--- config.mk ---
export PLATFORM = sky130hd
export DESIGN_NAME = fpu_operand_loader_flat
export DESIGN_NICKNAME = d
export VERILOG_FILES = /design/src/rtl/fpu_operand_loader_pkg.sv /design/src/rtl/fpu_operand_loader_if.sv /design/src/rtl/fpu_operand_loader_conv.sv /design/src/rtl/fpu_operand_loader.sv /design/src/flat_wrapper.sv
export SDC_FILE = /design/constraint.sdc
export NUM_CORES = 1
export LEC_CHECK = 0
export ABC_AREA = 1
export BUFFER_PORTS_ARGS = -buffer_cell sky130_fd_sc_hd__buf_4
export CELL_PAD_IN_SITES_DETAIL_PLACEMENT = 1
export CELL_PAD_IN_SITES_GLOBAL_PLACEMENT = 1
export CORE_MARGIN = 10
export CORE_UTILIZATION = 25
export DETAILED_ROUTE_END_ITERATION = 8
export PLACE_DENSITY = 0.61
export SLEW_MARGIN = 10
export SYNTH_ARGS = -nofsm -noshare
export SYNTH_HDL_FRONTEND = slang
export SYNTH_SLANG_ARGS = --single-unit
--- constraint.sdc ---
create_clock -name clock -period 3.6 [get_ports clock]
set_input_delay 0.36 -clock clock [delete_from_list [all_inputs] [get_ports clock]]
set_output_delay 0.36 -clock clock [all_outputs]
set_load 0.02 [all_outputs]
--- src/rtl/fpu_operand_loader_pkg.sv ---
// Shared constants and types for the fp32 -> 1/6/25 operand loader.
// Field widths, rebias constants, flag indices and loader FSM states.
package fpu_pkg;

   localparam int EXP_W  = 6;
   localparam int MANT_W = 25;

   localparam int FPU_BIAS  = 31;
   localparam int FP32_BIAS = 127;

   localparam logic [7:0] REBIAS  = 8'd96;
   localparam logic [7:0] E_MIN32 = 8'd96;
   localparam logic [7:0] E_MAX32 = 8'd159;

   localparam int FLAG_INVALID   = 0;
   localparam int FLAG_OVERFLOW  = 1;
   localparam int FLAG_UNDERFLOW = 2;
   localparam int FLAG_ZERO      = 3;

   typedef enum logic [1:0] {
      IDLE,
      CONV_A,
      CONV_B,
      HOLD
   } loader_state_t;

endpackage

--- src/rtl/fpu_operand_loader_if.sv ---
// Operand-pair handshake bundle between producer and loader.
// master drives the pair, slave (the loader) returns ready.
interface fpu_operand_loader_if;

   logic        in_valid;
   logic        in_ready;
   logic [31:0] in_a_fp32;
   logic [31:0] in_b_fp32;

   modport master (
      output in_valid,
      output in_a_fp32,
      output in_b_fp32,
      input  in_ready
   );

   modport slave (
      input  in_valid,
      input  in_a_fp32,
      input  in_b_fp32,
      output in_ready
   );

endinterface

--- src/rtl/fpu_operand_loader_conv.sv ---
// Combinational binary32 -> 1/6/25 converter, one operand.
// Range checks derive from the 8-bit rebiased exponent.
module fp32_to_fpu_conv
   import fpu_pkg::*;
(
   input  logic [31:0] fp32,
   output logic [31:0] value,
   output logic [3:0]  flags
);

   logic        s;
   logic [7:0]  e;
   logic [22:0] m;
   logic [7:0]  diff;
   logic        is_nan;
   logic        is_zero;
   logic        is_unf;
   logic        is_ovf;

   assign s    = fp32[31];
   assign e    = fp32[30:23];
   assign m    = fp32[22:0];
   assign diff = e - REBIAS;

   assign is_nan  = (e == 8'hFF);
   assign is_zero = (e == 8'h00) && (m == 23'h0);
   assign is_unf  = (e < E_MIN32) && !is_zero;
   // In-range exponents leave diff below 64; anything above spills into [7:6]
   assign is_ovf  = !is_nan && (e >= E_MIN32) && (diff[7:6] != 2'b00);

   always_comb begin
      value = {s, diff[EXP_W-1:0], m, 2'b00};
      flags = '0;
      unique case (1'b1)
         is_nan: begin
            value = {s, 6'h3F, {MANT_W{1'b1}}};
            flags[FLAG_INVALID] = 1'b1;
         end
         is_zero: begin
            value = {s, 31'b0};
            flags[FLAG_ZERO] = 1'b1;
         end
         is_unf: begin
            value = {s, 31'b0};
            flags[FLAG_UNDERFLOW] = 1'b1;
         end
         is_ovf: begin
            value = {s, 6'h3F, {MANT_W{1'b1}}};
            flags[FLAG_OVERFLOW] = 1'b1;
         end
         default: ;
      endcase
   end

endmodule

--- src/rtl/fpu_operand_loader.sv ---
// Operand loader: accepts an fp32 pair, converts A then B, holds ops_valid.
// Optional FPU result capture enabled by FPU_LOADER_RESULT_CAPTURE_EN.
module fpu_operand_loader
   import fpu_pkg::*;
#(
   parameter int HOLD_CYCLES = 40,
   parameter int CNT_W       = $clog2(HOLD_CYCLES + 1)
) (
   input  logic                 clock,
   input  logic                 reset,
   fpu_operand_loader_if.slave  in_bus,
   output logic [31:0]          op_A_out,
   output logic [31:0]          op_B_out,
   output logic                 ops_valid,
   output logic [3:0]           conv_flags,
`ifdef FPU_LOADER_RESULT_CAPTURE_EN
   input  logic [31:0]          fpu_data_in,
   input  logic [3:0]           fpu_status_in,
   output logic [31:0]          result_out,
   output logic [3:0]           result_status,
   output logic                 result_valid,
`endif
   output logic                 busy
);

   loader_state_t state;
   logic [31:0]   raw_a;
   logic [31:0]   raw_b;
   logic [CNT_W-1:0] cnt;
   logic [31:0]   conv_in;
   logic [31:0]   conv_val;
   logic [3:0]    conv_flg;
   logic          last_hold;

   assign in_bus.in_ready = (state == IDLE);
   assign busy            = (state != IDLE);
   assign ops_valid       = (state == HOLD);
   assign last_hold       = (state == HOLD) && (cnt == CNT_W'(1));

   // One converter shared across the two conversion cycles
   assign conv_in = (state == CONV_B) ? raw_b : raw_a;

   fp32_to_fpu_conv u_conv (
      .fp32  (conv_in),
      .value (conv_val),
      .flags (conv_flg)
   );

   always_ff @(posedge clock or negedge reset) begin
      if (!reset) begin
         state      <= IDLE;
         raw_a      <= '0;
         raw_b      <= '0;
         op_A_out   <= '0;
         op_B_out   <= '0;
         conv_flags <= '0;
         cnt        <= '0;
      end else begin
         unique case (state)
            IDLE: begin
               if (in_bus.in_valid) begin
                  raw_a      <= in_bus.in_a_fp32;
                  raw_b      <= in_bus.in_b_fp32;
                  conv_flags <= '0;
                  state      <= CONV_A;
               end
            end
            CONV_A: begin
               op_A_out   <= conv_val;
               conv_flags <= conv_flags | conv_flg;
               state      <= CONV_B;
            end
            CONV_B: begin
               op_B_out   <= conv_val;
               conv_flags <= conv_flags | conv_flg;
               cnt        <= CNT_W'(HOLD_CYCLES);
               state      <= HOLD;
            end
            HOLD: begin
               cnt <= cnt - CNT_W'(1);
               if (last_hold) state <= IDLE;
            end
            default: state <= IDLE;
         endcase
      end
   end

`ifdef FPU_LOADER_RESULT_CAPTURE_EN
   always_ff @(posedge clock or negedge reset) begin
      if (!reset) begin
         result_out    <= '0;
         result_status <= '0;
         result_valid  <= 1'b0;
      end else begin
         result_valid <= last_hold;
         if (last_hold) begin
            result_out    <= fpu_data_in;
            result_status <= fpu_status_in;
         end
      end
   end
`endif

endmodule

--- src/flat_wrapper.sv ---
// flat-port wrapper written by rule: the top's interface ports become plain ports
module fpu_operand_loader_flat import fpu_pkg::*;
#(
   parameter int HOLD_CYCLES = 40,
   parameter int CNT_W       = $clog2(HOLD_CYCLES + 1)
)
  (clock, reset, op_A_out, op_B_out, ops_valid, conv_flags, busy, in_bus_in_valid, in_bus_in_a_fp32, in_bus_in_b_fp32, in_bus_in_ready);
  fpu_operand_loader_if in_bus_i ();
  input  logic clock;
  input  logic reset;
  output logic [31:0] op_A_out;
  output logic [31:0] op_B_out;
  output logic ops_valid;
  output logic [3:0] conv_flags;
  output logic busy;
  input wire logic [$bits(in_bus_i.in_valid)-1:0] in_bus_in_valid;
  input wire logic [$bits(in_bus_i.in_a_fp32)-1:0] in_bus_in_a_fp32;
  input wire logic [$bits(in_bus_i.in_b_fp32)-1:0] in_bus_in_b_fp32;
  output wire logic [$bits(in_bus_i.in_ready)-1:0] in_bus_in_ready;
  assign in_bus_i.in_valid = in_bus_in_valid;
  assign in_bus_i.in_a_fp32 = in_bus_in_a_fp32;
  assign in_bus_i.in_b_fp32 = in_bus_in_b_fp32;
  assign in_bus_in_ready = in_bus_i.in_ready;
  fpu_operand_loader #(.HOLD_CYCLES(HOLD_CYCLES), .CNT_W(CNT_W)) u_core (.clock(clock), .reset(reset), .in_bus(in_bus_i), .op_A_out(op_A_out), .op_B_out(op_B_out), .ops_valid(ops_valid), .conv_flags(conv_flags), .busy(busy));
endmodule
==> results.cfg, run 1 <==
[run_status]
status = complete, no violations

[worst_hold_path]
worstHoldEndpoint = u_core.raw_a[12]$_DFFE_PN0P_
hold_start = in_bus_in_a_fp32[12]
hold_depth = 3
min_path_type = input pin to flop

[clock_tree]
cts.path.max_buffers = 2
clockRootBuffer = clkbuf_16
cts_resized = 0
htreeDepth = 4
postCtsSetupBuffers = 0
clk_latency_ns = 0.42
tritoncts = built
hold_buffers = 1
cts-buffers-inserted = 17
clkSinkCount = 138
path_clk_slew_ns = 0.06

[timing]
period_share = 0.804
hold_ws_ns = 0.137
tns_ns = 0
skew_ns = 0.0203
worst_pin_slew_ns = 1.04
finalHoldViolations = 0
setup-violations-final = 0
fmax_ghz = 0.345
min_period_ns = 2.90
grt_setup_unrepaired = no
fin_ws_ns = 0.705
timing.final.max_slew_violations = 0
max_slew_margin = 0.303

[final_layout]
area_growth_pct = 30.5
finalNetCount = 990
drive_gt1_frac = 0.209
n_antenna_cell = 0
post-route-util = 0.331
fill_cells = 3036
fin_cells = 1258

[run]
cap_violations = 0

[logic_synthesis]
synth_fp_nets = 867
ys_warn_count = 0
ys_seq_elements = 138
synth.distinct_cells = 29
ys_seq_area_frac = 0.542
syn_inst = 793
synth_area_sq_mm = 0.00637
synth_area_per_cell_sq_um = 8.04

[critical_path]
cp-start-kind = flop
crit_arrival_ns = 3.19
critPathBufInv = 6
rr_endpoint = u_core.op_A_out[28]$_DFFE_PN0N_
crit_slowest_cell = ha_2
reg2reg_from = u_core.state[0]$_DFFE_PN0P_
reg2reg_depth = 15
crit_chain = inv_1 > ha_2 > inv_2 > nand2_1 > nand2_1 > inv_1 > ha_1 > inv_1 > nand2_1 > inv_1 > nor2_1 > o21ai_4 > buf_12 > o21ai_1 > nand2_1
max_stage_delay_ns = 0.67
reg2reg_slack_ns = 0.70
crit_family = adder cells
crit_required_ns = 3.89
critical_path_class = flop to flop
worstSetupEndpointType = flop
crit_fanout = 60

[detailed_routing]
routed_via_density = 4.27
drt_iter0_drc = 308
ant_nets = 0
totalWireLength_um = 20900
route.detailed.drc = 0
first_pass_iters = 4
num_vias = 5369
wire_per_inst_um = 16.6

[floorplan]
ios = 138
die_x_um = 180
die_h_um = 180
coreArea_sq_mm = 0.0251
dieArea_sq_mm = 0.0323
core.rowCount = 58
initial_core_util = 0.254

[placed_design]
dp_cells = 1226
numPortBuffers = 137
dp_hpwl_um = 15400
gp_congestion = 0.791
pre_cts_slack_ns = 0.699

[power_and_ir_drop]
power.density_mw_per_mm2 = 1160
peakVddDrop_uv = 606
p_leak_nw = 4.30

[global_route]
grt_first_pass_wirelength_um = 33900
grt_pass1_vias = 6001
grt_usage = 0.132
grt_max_degree = 86
antenna_found_initial = 0
grt.overflow.total = 0
final cells by class:
| type | instances | area, sq um | area share |
|---|---|---|---|
| Tap cell | 330 | 413 | 0.0497 |
| Sequential cell | 138 | 3450 | 0.415 |
| Clock buffer | 20 | 457 | 0.0549 |
| Timing Repair Buffer | 148 | 1150 | 0.139 |
| Clock inverter | 11 | 194 | 0.0233 |
| Multi-Input combinational cell | 528 | 2330 | 0.280 |
| Inverter | 83 | 312 | 0.0375 |
synthesized netlist by cell type (all sizes together):
| cell | number | area share |
|---|---|---|
| xnor2 | 1 | 0.0014 |
| nand3 | 4 | 0.0031 |
| inv | 83 | 0.049 |
| o22ai | 2 | 0.0020 |
| a31oi | 3 | 0.0029 |
| or2 | 1 | 0.00098 |
| nor2 | 46 | 0.028 |
| ha | 7 | 0.014 |
| nand4 | 4 | 0.0039 |
| and2 | 1 | 0.00098 |
| dfrtp | 138 | 0.54 |
| clkbuf | 21 | 0.012 |
| o21ai | 128 | 0.10 |
| nor3 | 2 | 0.0016 |
| buf | 23 | 0.032 |
| nand2 | 321 | 0.20 |
| a21oi | 8 | 0.0069 |
worst register-to-register path, cell delays in order (launching register included):
cell and delay (ns):
dfrtp_1 0.41, inv_1 0.11, ha_2 0.67, inv_2 0.10
nand2_1 0.09, nand2_1 0.09, inv_1 0.15, ha_1 0.19
inv_1 0.06, nand2_1 0.08, inv_1 0.04, nor2_1 0.19
o21ai_4 0.08, buf_12 0.22, o21ai_1 0.21, nand2_1 0.08
metal layers:
layer  share of wire  global-route usage
met3           0.035              0.0317
met4          0.0095              0.0354
met2            0.50               0.225
met5               0                   0
met1            0.46               0.161
worst max path at each step:
| stage | start | end | slack (ns) | cells past startpoint |
|---|---|---|---|---|
| floorplan | u_core.state[0]$_DFFE_PN0P_ | u_core.op_A_out[10]$_DFFE_PN0N_ | 1.57 | 12 |
| global placement | u_core.state[0]$_DFFE_PN0P_ | u_core.op_A_out[28]$_DFFE_PN0N_ | 0.82 | 13 |
| detailed placement | u_core.state[0]$_DFFE_PN0P_ | u_core.op_A_out[28]$_DFFE_PN0N_ | 0.70 | 15 |
| CTS | u_core.state[0]$_DFFE_PN0P_ | u_core.op_A_out[28]$_DFFE_PN0N_ | 0.68 | 15 |
| global route | u_core.state[0]$_DFFE_PN0P_ | u_core.op_A_out[28]$_DFFE_PN0N_ | 0.44 | 15 |
| finish | u_core.state[0]$_DFFE_PN0P_ | u_core.op_A_out[28]$_DFFE_PN0N_ | 0.70 | 15 |
registers in the layout, indices dropped and copies added, names as in the netlist:
| signal | count |
|---|---|
| u_core.cnt | 6 |
| u_core.raw_b | 32 |
| u_core.op_B_out | 31 |
| u_core.state | 2 |
| u_core.conv_flags | 4 |
| u_core.raw_a | 32 |
| u_core.op_A_out | 31 |
layout by cell type (no fill, tap or decap), drive strengths merged:
master,n
a21oi,8
a31oi,3
and2,1
buf,147
bufinv,5
clkbuf,20
clkinv,5
clkinvlp,1
dfrtp,138
dlygate4sd3,1
ha,7
inv,83
nand2,321
nand3,4
nand4,4
nor2,46
nor3,2
o21ai,128
o22ai,2
or2,1
xnor2,1
power by group:
part / switching [mW] / internal (mW)
clock network: 0.691 / 1.26
registers: 0.399 / 2.35
logic: 3.35 / 1.61
total: 4.44 / 5.22
per-stage QoR:
stage / cell area, sq um / total power, mW
2_1_floorplan: 6370 / 6.15
3_3_place_gp: 7650 / 7.77
5_1_grt: 8310 / 10.6
4_1_cts: 8310 / 9.86
6_report: 8310 / 9.66
3_5_place_dp: 7650 / 7.84
kinds of logic after synthesis:
group           share of synthesized area
fa+ha+maj                          0.0137
compound gates                      0.116
simple gates                        0.234
flops                               0.542
xor+xnor                          0.00137
buf+inv                            0.0929
(Power assumes the default switching activity.)
==> run 2, diff against run 1 <==
==> constraint.sdc (replaced) <==
create_clock -name clock -period 2.68 [get_ports clock]
set_input_delay 0.268 -clock clock [delete_from_list [all_inputs] [get_ports clock]]
set_output_delay 0.268 -clock clock [all_outputs]
set_load 0.02 [all_outputs]
==> run 2 against run 1 <==
Via count increased by 1.5%. Sequential power up 34%. Die area stayed put. Clock skew down 0.0099 ns. Clock power increased by 39%. Global-route usage is 0.14 points lower. Final cell count rose by 0.72%. Maximum frequency rose by 19%. Largest power group unchanged.
==> results.cfg, run 2 (synthesized netlist as in run 1, its figures left out) <==
[run_status]
status = complete, no violations

[timing]
hold_ws_ns = 0.0391
fmax_ghz = 0.410
worst_pin_slew_ns = 0.730
finalHoldViolations = 0
period_share = 0.909
skew_ns = 0.0104
grt_setup_unrepaired = no
setup-violations-final = 0
min_period_ns = 2.44
timing.final.max_slew_violations = 0
tns_ns = 0
max_slew_margin = 0.513

[final_layout]
post-route-util = 0.336
final_common_cell = nand2_1
n_antenna_cell = 0
stdcell_area_sq_mm = 0.00844
reg_top3 = u_core.raw_a (32), u_core.raw_b (32)
area_growth_pct = 32.5
layout_common_cells = nand2_1, buf_4, dfrtp_1
drive_gt1_frac = 0.218
finalNetCount = 998

[clock_tree]
tritoncts = built
clockRootBuffer = clkbuf_16
cts.path.max_buffers = 2
path_clk_slew_ns = 0.06
clk_latency_ns = 0.42
clkSinkCount = 138
htreeDepth = 4
cts-buffers-inserted = 17

[critical_path]
crit_fanout = 13
critical_path_class = flop to flop
crit_arrival_ns = 2.74
crit_required_ns = 2.98
cp-start-kind = flop
worstSetupEndpointType = flop

[detailed_routing]
first_pass_iters = 4
totalWireLength_um = 21100
route.detailed.drc = 0
drt_iter0_drc = 298
num_vias = 5452
wire_per_inst_um = 16.6
routed_via_density = 4.30
ant_nets = 0

[placed_design]
numPortBuffers = 137
dp_hpwl_um = 15400
gp_congestion = 0.783
dpl-instance-area_sq_mm = 0.00770

[global_route]
grt_busiest_layer = met2
grt_max_degree = 122
met3_usage = 0.0386
use_met2 = 0.222
grt_pass1_vias = 5889
grt.overflow.total = 0
antenna_found_initial = 0
grt_usage = 0.130
use_met1 = 0.158
grt_first_pass_wirelength_um = 33400

[power_and_ir_drop]
power.density_mw_per_mm2 = 1600
peakVddDrop_uv = 488
total_power_mw = 13.5
p_leak_nw = 4.36

[floorplan]
ios = 138
core.rowCount = 58
die_x_um = 180
die_h_um = 180
dieArea_sq_mm = 0.0323
initial_core_util = 0.254
coreArea_sq_mm = 0.0251

[run]
cap_violations = 0

[worst_hold_path]
min_path_type = input pin to flop
run 2: metal layers:
| metal | vias to the layer above | wire [um] |
|---|---|---|
| li1 | 2710 | - |
| met1 | 2630 | 9570 |
| met2 | 99 | 10500 |
| met3 | 13 | 913 |
| met4 | 0 | 137 |
| met5 | - | 0 |
run 2: path summary, 6_finish.rpt:
check,startpoint,end,slack [ns],cells past startpoint
min in group asynchronous,reset,u_core.raw_b[7]$_DFFE_PN0P_,0.44,2
max,u_core.state[0]$_DFFE_PN0P_,u_core.op_A_out[11]$_DFFE_PN0N_,0.24,14
max in group asynchronous,reset,u_core.op_A_out[27]$_DFFE_PN0N_,1.53,3
min,in_bus_in_a_fp32[31],u_core.raw_a[31]$_DFFE_PN0P_,0.04,3
max reg2reg,u_core.state[0]$_DFFE_PN0P_,u_core.op_A_out[11]$_DFFE_PN0N_,0.24,14
min reg2reg,u_core.op_B_out[31]$_DFFE_PN0P_,u_core.op_B_out[31]$_DFFE_PN0P_,0.47,2
run 2: critical path: stages, from the launching register on:
cell	delay, ns
dfrtp_1	0.41
inv_1	0.10
ha_2	0.22
buf_4	0.21
nand2_4	0.07
o21ai_4	0.07
ha_1	0.26
inv_1	0.08
o21ai_1	0.06
nor2_1	0.18
o21ai_4	0.09
buf_12	0.15
buf_4	0.13
o21ai_1	0.20
nand2_1	0.07
run 2: cell type report:
| cell class | count | area, sq um |
|---|---|---|
| timing repair buffer | 156 | 1250 |
| inverter | 83 | 312 |
| clock buffer | 20 | 467 |
| sequential | 138 | 3450 |
| multi-input combinational | 528 | 2330 |
| clock inverter | 12 | 218 |
| fill | 3052 | 16700 |
| tap | 330 | 413 |
run 2: stage by stage:
| step | setup WS [ns] | std cells |
|---|---|---|
| after floorplan | 0.650 | 793 |
| after global placement | 0.276 | 1229 |
| after detailed placement | 0.190 | 1229 |
| after CTS | 0.151 | 1262 |
| after global routing | 0.0618 | 1267 |
| final | 0.243 | 1267 |
run 2: what timing repair did:
item                                    CTS  global route
resized for setup                         0             0
hold buffers                              1             0
hold endpoints to repair                 70             0
endpoints found under the setup margin    0            12
setup buffers                             0             5
run 2: power breakdown:
group          leakage, nW  switching, mW  total (mW)  internal (mW)
Sequential            1.68          0.515        3.67           3.15
Combinational         2.35           4.62        7.09           2.46
Clock                0.328          0.917        2.73           1.82
Total                 4.36           6.06        13.5           7.43
==> run 3, diff against run 2 <==
--- a/config.mk
+++ b/config.mk
@@ -6,13 +6,13 @@
 export NUM_CORES = 1
 export LEC_CHECK = 0
 export ABC_AREA = 1
-export BUFFER_PORTS_ARGS = -buffer_cell sky130_fd_sc_hd__buf_4
 export CELL_PAD_IN_SITES_DETAIL_PLACEMENT = 1
 export CELL_PAD_IN_SITES_GLOBAL_PLACEMENT = 1
 export CORE_MARGIN = 10
 export CORE_UTILIZATION = 25
 export DETAILED_ROUTE_END_ITERATION = 8
-export PLACE_DENSITY = 0.61
+export DONT_BUFFER_PORTS = 1
+export PLACE_DENSITY = 0.55
 export SLEW_MARGIN = 10
 export SYNTH_ARGS = -nofsm -noshare
 export SYNTH_HDL_FRONTEND = slang
==> run 3 against run 2 <==
The flow now finishes with violations (negative hold slack). Register-to-register slack lost 0.04 ns. First-iteration DRC count down 29%. Worst hold slack got worse by 0.51 ns. Critical path type unchanged. Critical endpoint is now u_core.op_A_out[7]$_DFFE_PN0N_. Largest power group unchanged. Highest routed layer unchanged.
==> results.cfg, run 3 (synthesized netlist as in run 1, its figures left out) <==
[detailed_routing]
routed_via_density = 4.32
first_pass_iters = 4
drt_iter0_drc = 212
num_vias = 5119
route.detailed.drc = 0
ant_nets = 0
wire_per_inst_um = 17.8
totalWireLength_um = 21100

[power_and_ir_drop]
peakVddDrop_uv = 542
comb_power_share = 0.448
netSwitchingFraction = 0.475
p_leak_nw = 3.90
p_switching_mw = 5.93
sequentialPowerShare = 0.353
p_int_mw = 6.56
power.density_mw_per_mm2 = 1580
pwr-share-clk = 0.199

[global_route]
antenna_found_initial = 0
grt_first_pass_wirelength_um = 33800
grt_pass1_vias = 5633
grt_usage = 0.133
grt.overflow.total = 0
grt_max_degree = 139

[run]
cap_violations = 0

[placed_design]
gp_congestion = 0.795
dp_hpwl_um = 14700
numPortBuffers = 0

[critical_path]
startpoint = u_core.state[0]$_DFFE_PN0P_
crit_arrival_ns = 2.78
crit_fanout = 44
cp-start-kind = flop
critical_path_class = flop to flop
crit_required_ns = 2.98
worstSetupEndpointType = flop
reg2reg_from = u_core.state[0]$_DFFE_PN0P_

[final_layout]
area_growth_pct = 24.1
reg_top3 = u_core.raw_a (32), u_core.raw_b (32)
final_common_cell = nand2_1
drive_gt1_frac = 0.0783
seqCellArea_sq_mm = 0.00345
finalNetCount = 918
layout_common_cells = nand2_1, dfrtp_1, inv_1
fill_cells = 2969
n_antenna_cell = 0
multi_input_area_sq_mm = 0.00233

[timing]
setup-violations-final = 0
grt_setup_unrepaired = no
skew_ns = 0.0204
fmax_ghz = 0.403
period_share = 0.926
tns_ns = 0
worst_pin_slew_ns = 0.499
hold_ws_ns = -0.473
finalHoldViolations = 138
max_slew_margin = 0.664
min_period_ns = 2.48
timing.final.max_slew_violations = 0

[floorplan]
coreArea_sq_mm = 0.0251
die_x_um = 180
die_h_um = 180
ios = 138
initial_core_util = 0.254
core.rowCount = 58
dieArea_sq_mm = 0.0323

[clock_tree]
clkSinkCount = 138
htreeDepth = 4
path_clk_slew_ns = 0.07
cts-buffers-inserted = 17
clockRootBuffer = clkbuf_16
clk_latency_ns = 0.43
tritoncts = built
cts.path.max_buffers = 2

[worst_hold_path]
min_path_type = input pin to async pin

[run_status]
failed_checks = negative hold slack
status = finished with violations
==> run 3: cell types whose count changed in the layout (fill, tap and decap cells not counted) <==
cell           change
clkinv_4           +2
inv_6              +1
dlygate4sd3_1     +55
buf_4            -134
inv_2              -1
buf_6              -1
clkinvlp_4         -1
bufinv_16          -3
clkbuf_1           +1
==> run 3: per-layer routing <==
| metal | share of wire | wire length [um] | up-vias | global-route usage |
|---|---|---|---|---|
| li1 | - | - | 2545 | - |
| met1 | 0.45 | 9480 | 2457 | 0.161 |
| met2 | 0.49 | 10300 | 95 | 0.222 |
| met3 | 0.050 | 1050 | 22 | 0.0416 |
| met4 | 0.016 | 347 | 0 | 0.0407 |
| met5 | 0 | 0 | - | 0 |
==> run 3: worst max-delay path, stage by stage, from the launching register on <==
cell and delay (ns):
dfrtp_1 0.42, inv_1 0.10, ha_2 0.31, buf_12 0.27, nand2_1 0.08, nand2_1 0.17, nor2_1 0.07, and2_1 0.17
nand2_2 0.10, o21ai_4 0.07, buf_12 0.15, buf_4 0.15, o21ai_1 0.17, nand2_1 0.09
==> run 3: layout make-up <==
| type | count | share of cell area |
|---|---|---|
| Inverter | 83 | 0.0396 |
| Sequential cell | 138 | 0.437 |
| Clock inverter | 10 | 0.0179 |
| Tap cell | 330 | 0.0522 |
| Clock buffer | 21 | 0.0595 |
| Multi-Input combinational cell | 528 | 0.295 |
| Timing Repair Buffer | 76 | 0.0994 |
==> run 3: repair_timing <==
| action | 4_1_cts | 5_1_grt |
|---|---|---|
| endpoints found under the setup margin | 0 | 45 |
| endpoints found under the hold margin | 193 | 139 |
| setup buffers | 0 | 4 |
| hold buffers | 55 | 1 |
| gates resized for setup | 0 | 0 |
==> run 3: power by group through the flow <==
stage          sequential [mW]  clock (mW)  combinational [mW]
2_1_floorplan             4.17           0                4.09
3_3_place_gp              4.47           0                5.37
3_5_place_dp              4.51           0                5.43
4_1_cts                   4.47        2.56                5.54
5_1_grt                   4.58        2.66                6.45
6_report                  4.42        2.49                5.59
==> run 3: path summary, 6_finish.rpt <==
path,end,slack (ns),depth (start not counted)
worst max-delay path,u_core.op_A_out[7]$_DFFE_PN0N_,0.20,13
worst min-delay path,u_core.raw_b[29]$_DFFE_PN0P_,-0.47,0
worst max register to register,u_core.op_A_out[7]$_DFFE_PN0N_,0.20,13
worst min register to register,u_core.raw_a[18]$_DFFE_PN0P_,0.47,2
max in group asynchronous,u_core.state[0]$_DFFE_PN0P_,2.84,0
min in group clock,u_core.raw_b[15]$_DFFE_PN0P_,0.01,2
==> run 3: through the flow <==
stage	instance area (sq um)	setup WS, ns	cells	utilization	total power, mW
global route	7910	0.0379	1186	0.315	13.7
CTS	7850	0.128	1181	0.313	12.6
finish	7910	0.199	1186	0.315	12.5
detailed placement	6690	0.140	1095	0.266	9.93
global placement	6690	0.230	1095	0.266	9.85
floorplan	6370	0.650	793	-	8.26
